File: config.mk
export PLATFORM = sky130hd
export DESIGN_NAME = uart_tx_arbiter
export DESIGN_NICKNAME = d
export VERILOG_FILES = /design/src/rtl/uart_tx_arbiter.sv
export SDC_FILE = /design/constraint.sdc
export NUM_CORES = 1
export LEC_CHECK = 0
export CAP_MARGIN = 30
export CORE_ASPECT_RATIO = 0.8
export CORE_MARGIN = 2
export CORE_UTILIZATION = 40
export CTS_CLUSTER_SIZE = 8
export DETAILED_ROUTE_END_ITERATION = 10
export PLACE_DENSITY = 0.72
export SLEW_MARGIN = 20
export SYNTH_ARGS = -nofsm -noshare
export SYNTH_HDL_FRONTEND = slang
export SYNTH_SLANG_ARGS = --single-unit
File: constraint.sdc
create_clock -name clk -period 4.4 [get_ports clk]
set_clock_uncertainty 0.2 [all_clocks]
set_input_delay 1.1 -clock clk [delete_from_list [all_inputs] [get_ports clk]]
set_output_delay 1.1 -clock clk [all_outputs]
set_load 0.05 [all_outputs]
File: src/rtl/uart_tx_arbiter.sv
// Shares one UART transmitter between NUM_REQ byte sources (round robin, or fixed priority with UART_ARB_FIXED_PRIO_EN).
// Latency: req sampled -> tx_new_data next cycle -> ack on the first tx_rdy=1 edge after that.
// Backpressure: waits in IDLE/LOAD while tx_rdy=0; req must be held until ack; optional GAP_CYCLES idle bit-times after each frame.
module uart_tx_arbiter #(
    parameter int NUM_REQ    = 4,
    parameter int GAP_CYCLES = 0,
    parameter int ID_W       = 2
) (
    input  logic                 clk,
    input  logic                 rst_n,
    input  logic [NUM_REQ-1:0]   req,
    input  logic [NUM_REQ*8-1:0] data,
    output logic [NUM_REQ-1:0]   ack,
    input  logic                 tx_rdy,
    output logic                 tx_new_data,
    output logic [7:0]           tx_char,
    output logic                 busy,
    output logic [ID_W-1:0]      grant_id
);

    typedef enum logic [1:0] {IDLE, LOAD, DRAIN, GAP} state_t;

    state_t          state;
    logic [7:0]      gap_cnt;
    logic            drain_first;
    logic            win_vld;
    logic [ID_W-1:0] win_idx;
    logic [7:0]      win_dat;

`ifdef UART_ARB_FIXED_PRIO_EN
    always_comb begin
        win_vld = 1'b0;
        win_idx = '0;
        for (int i = NUM_REQ - 1; i >= 0; i--) begin
            if (req[i]) begin
                win_vld = 1'b1;
                win_idx = ID_W'(i);
            end
        end
    end
`else
    logic [ID_W-1:0] last;

    // Two passes: indices above the last winner first, then wrap to the bottom.
    always_comb begin
        win_vld = 1'b0;
        win_idx = '0;
        for (int i = 0; i < NUM_REQ; i++) begin
            if (!win_vld && req[i] && (i > int'(last))) begin
                win_vld = 1'b1;
                win_idx = ID_W'(i);
            end
        end
        for (int i = 0; i < NUM_REQ; i++) begin
            if (!win_vld && req[i]) begin
                win_vld = 1'b1;
                win_idx = ID_W'(i);
            end
        end
    end
`endif

    always_comb begin
        win_dat = 8'h00;
        for (int i = 0; i < NUM_REQ; i++) begin
            if (ID_W'(i) == win_idx) begin
                win_dat = data[8*i +: 8];
            end
        end
    end

    always_ff @(posedge clk or negedge rst_n) begin
        if (!rst_n) begin
            state       <= IDLE;
            tx_new_data <= 1'b0;
            tx_char     <= 8'h00;
            ack         <= '0;
            busy        <= 1'b0;
            grant_id    <= '0;
            gap_cnt     <= 8'd0;
            drain_first <= 1'b0;
`ifndef UART_ARB_FIXED_PRIO_EN
            last        <= ID_W'(NUM_REQ - 1);
`endif
        end else begin
            ack <= '0;
            case (state)
                IDLE: begin
                    if (win_vld && tx_rdy) begin
                        state       <= LOAD;
                        tx_new_data <= 1'b1;
                        tx_char     <= win_dat;
                        busy        <= 1'b1;
                        grant_id    <= win_idx;
`ifndef UART_ARB_FIXED_PRIO_EN
                        last        <= win_idx;
`endif
                    end
                end
                LOAD: begin
                    if (tx_rdy) begin
                        tx_new_data <= 1'b0;
                        ack         <= NUM_REQ'(1) << grant_id;
                        state       <= DRAIN;
                        drain_first <= 1'b1;
                    end
                end
                DRAIN: begin
                    // tx_rdy still shows the pre-load value on the first DRAIN cycle.
                    if (drain_first) begin
                        drain_first <= 1'b0;
                    end else if (tx_rdy) begin
                        if (GAP_CYCLES == 0) begin
                            state <= IDLE;
                            busy  <= 1'b0;
                        end else begin
                            state   <= GAP;
                            gap_cnt <= 8'(GAP_CYCLES);
                        end
                    end
                end
                GAP: begin
                    if (gap_cnt <= 8'd1) begin
                        state   <= IDLE;
                        busy    <= 1'b0;
                        gap_cnt <= 8'd0;
                    end else begin
                        gap_cnt <= gap_cnt - 8'd1;
                    end
                end
                default: state <= IDLE;
            endcase
        end
    end

endmodule

==> impl_metrics.tcl <==
set metrics [dict create \
    hpwl_microns 3110 \
    fmax_mhz 345 \
    place_area_sq_mm 0.00220 \
    overflow 0 \
    route.vias.total 1533 \
    postCtsSetupBuffers 0 \
    maxSlewHeadroom 0.572 \
    final_core_util 0.594 \
    synth_edf_count 0 \
    worst-setup-path-type "primary input to register" \
    synthTopCellsByArea "dfrtp_1 (42%), nand2_1 (6.5%), nor2_1 (3.7%)" \
    power_density_mw_per_mm2 651 \
    post-route-period-util 0.659 \
    setup_viol 0 \
    rsz0062_at_grt "false" \
    grt_max_degree 30 \
    instances_no_fill 287 \
    root_buffer "clkbuf_8" \
    initial_core_util 0.422 \
    finalWirelength_microns 4110 \
    final_common_cell "clkdlybuf4s50_1" \
    cp-start-kind "primary input" \
    wl_per_cell_microns 14.3 \
    drt_iter0_drc 91 \
    drv_cap 0 \
    synth.net_count 217 \
    diodes 0 \
    core_sq_mm 0.00385 \
    synthCells 176 \
    syn_area_sq_mm 0.00163 \
    p_int_uw 796 \
    min_to "tx_char[2]" \
    cts-hold-fix-buffers 0 \
    critPathMaxFanout 14 \
    insertion_delay_ps 280 \
    period_minus_slack_ps 2900 \
    r2r_cells 5 \
    dr.pass1.iters 4 \
    clk_pin_slew_ps 70 \
    clockPowerShare 0.146 \
    post_route_cells_drive_above_1_share 0.0905 \
    n_fill_cell 346 \
    ff2ff_setup_slack_ps 2380 \
    yosysTopAreaCellShare 0.415 \
    p_leak_nw 0.947 \
    syn2layout_area_growth_pct 40.7 \
    io_pins 55 \
    fin_total_pwr_mw 1.49 \
    synth.distinct_cells 49 \
    synth-async-reset-ratio 1.00 \
    die_w_microns 75.3 \
    worst_pin_slew_ps 636 \
    min_delay_path_depth 2 \
    worst_hold_path_type "register to register" \
    synth_area_leader_cell "dfrtp_1" \
    run_status "finished clean" \
    grtUsageTotal 0.196 \
    end_kind "register" \
    port_buffers 54 \
    gp_congestion 0.840 \
    antenna_found_initial 0 \
    worstPathRequired_ps 4370 \
    final_antenna_net_count 0 \
    synth_flop_cell "dfrtp_1" \
    grt_pass1_vias 1400 \
    ys_ff_latch 29 \
    yosysSeqAreaShare 0.447 \
    multi_input_area_sq_um 840 \
    power.switching_uw 695 \
    fin_setup_tns_ps 0 \
    cts_buffers 5 \
    seqPwrFrac 0.342 \
    die_area_sq_mm 0.00460 \
    dp_cells 279 \
    synth-warning-count 0 \
    timing.rr.end "tx_char[7]" \
    arrival_ps 2870 \
    drc 0 \
    syn_avg_cell_area_sq_um 9.25 \
    h-tree-depth 2 \
    cts_tree "yes" \
    clk_path_buf_depth 2 \
    std_cell_rows 20 \
    final_cell_mix "clkdlybuf4s50_1 (54), nand2_1 (28), dfrtp_1 (27)" \
    final_cell_area_sq_mm 0.00229 \
    via_per_inst 5.34 \
    combinationalPowerShare 0.512 \
    vdd_ir_drop_max_mv 0.363 \
    holdCritStartpoint "tx_char[2]" \
    slew_viol_final 0 \
    r2r-start "last[1]" \
    regArea_sq_um 728 \
    nets 272 \
    hold_viol 0 \
    grt_first_pass_wirelength_microns 6600 \
    die_h_microns 61.1 \
    clock_sinks 29 \
    cts_resized 0 \
    p_sw_frac 0.466 \
]
==> worst max-delay path by stage <==
stage | endpoint | from | cells past startpoint
final | tx_char[3] | req[3] | 6
after detailed placement | tx_char[3] | req[3] | 6
after global routing | tx_char[3] | req[3] | 6
after CTS | tx_char[3] | req[3] | 6
after global placement | tx_char[3] | req[3] | 6
after floorplan | tx_char[3] | req[3] | 6
==> state kept, by name, indices dropped and copies added, names as in the netlist <==
name,flops
grant_id,2
gap_cnt,8
state,2
busy,1
tx_new_data,1
last,2
ack,4
tx_char,8
drain_first,1
==> routing by layer <==
layer,up-vias,track usage,part of all wire
li1,753,-,-
met1,708,0.289,0.50
met2,66,0.265,0.41
met3,6,0.0671,0.079
met4,0,0.0777,0.0083
met5,-,0,0
==> power groups by stage <==
stage	combinational [mW]	clock [mW]	sequential, mW
2_1_floorplan	0.377	0	0.661
4_1_cts	0.763	0.221	0.510
6_report	0.763	0.217	0.511
3_5_place_dp	0.764	0	0.510
5_1_grt	0.830	0.232	0.529
3_3_place_gp	0.753	0	0.511
==> stage by stage <==
stage | setup WS (ps) | hold WS (ps)
2_1_floorplan | 1890 | 271
3_3_place_gp | 1270 | 291
3_5_place_dp | 1200 | 286
4_1_cts | 1530 | 304
5_1_grt | 1340 | 316
6_report | 1500 | 302
==> worst max-delay path, cell delays in order <==
cell and delay (ps):
clkdlybuf4s50_1 640, nor2_1 120, a21oi_1 240, nand2_1 360
nor3_1 330, a211oi_2 50
==> cell families (layout without fill, tap and decap cells) <==
kind of cell	count (synthesis)	in the layout	synth area share
adders and majority gates	2	2	0.0154
DFF	29	29	0.447
AOI/OAI and AO/OA	62	62	0.278
buffers and inverters	12	68	0.0369
xor gates and xnor gates	3	3	0.0161
muxes	1	1	0.00615
and+or+nand+nor	67	67	0.200
==> area by class of cell <==
cell class | count | area share
Clock buffer | 5 | 0.0301
Tap cell | 55 | 0.0301
Timing Repair Buffer | 55 | 0.239
Clock inverter | 3 | 0.00765
Inverter | 5 | 0.00820
Sequential cell | 29 | 0.318
Multi-Input combinational cell | 135 | 0.367
==> synthesized netlist by cell type, types with 2 or more instances <==
library cell,count
nor2_1,16
nand2b_1,2
a211oi_2,2
o21ai_1,8
o211ai_1,3
buf_2,6
nand3_1,2
nor3_1,3
nor2_2,2
nand2_1,28
a22o_1,2
a21oi_1,8
a211oi_1,2
o32a_1,4
and3_1,2
o21a_1,3
dfrtp_1,27
o21ai_0,11
ha_1,2
o21bai_1,2
inv_1,5
xor2_1,2
and2_1,2
nor4_1,3
o32ai_1,4
dfstp_2,2
No activity file was read; power rests on OpenSTA's default activity.
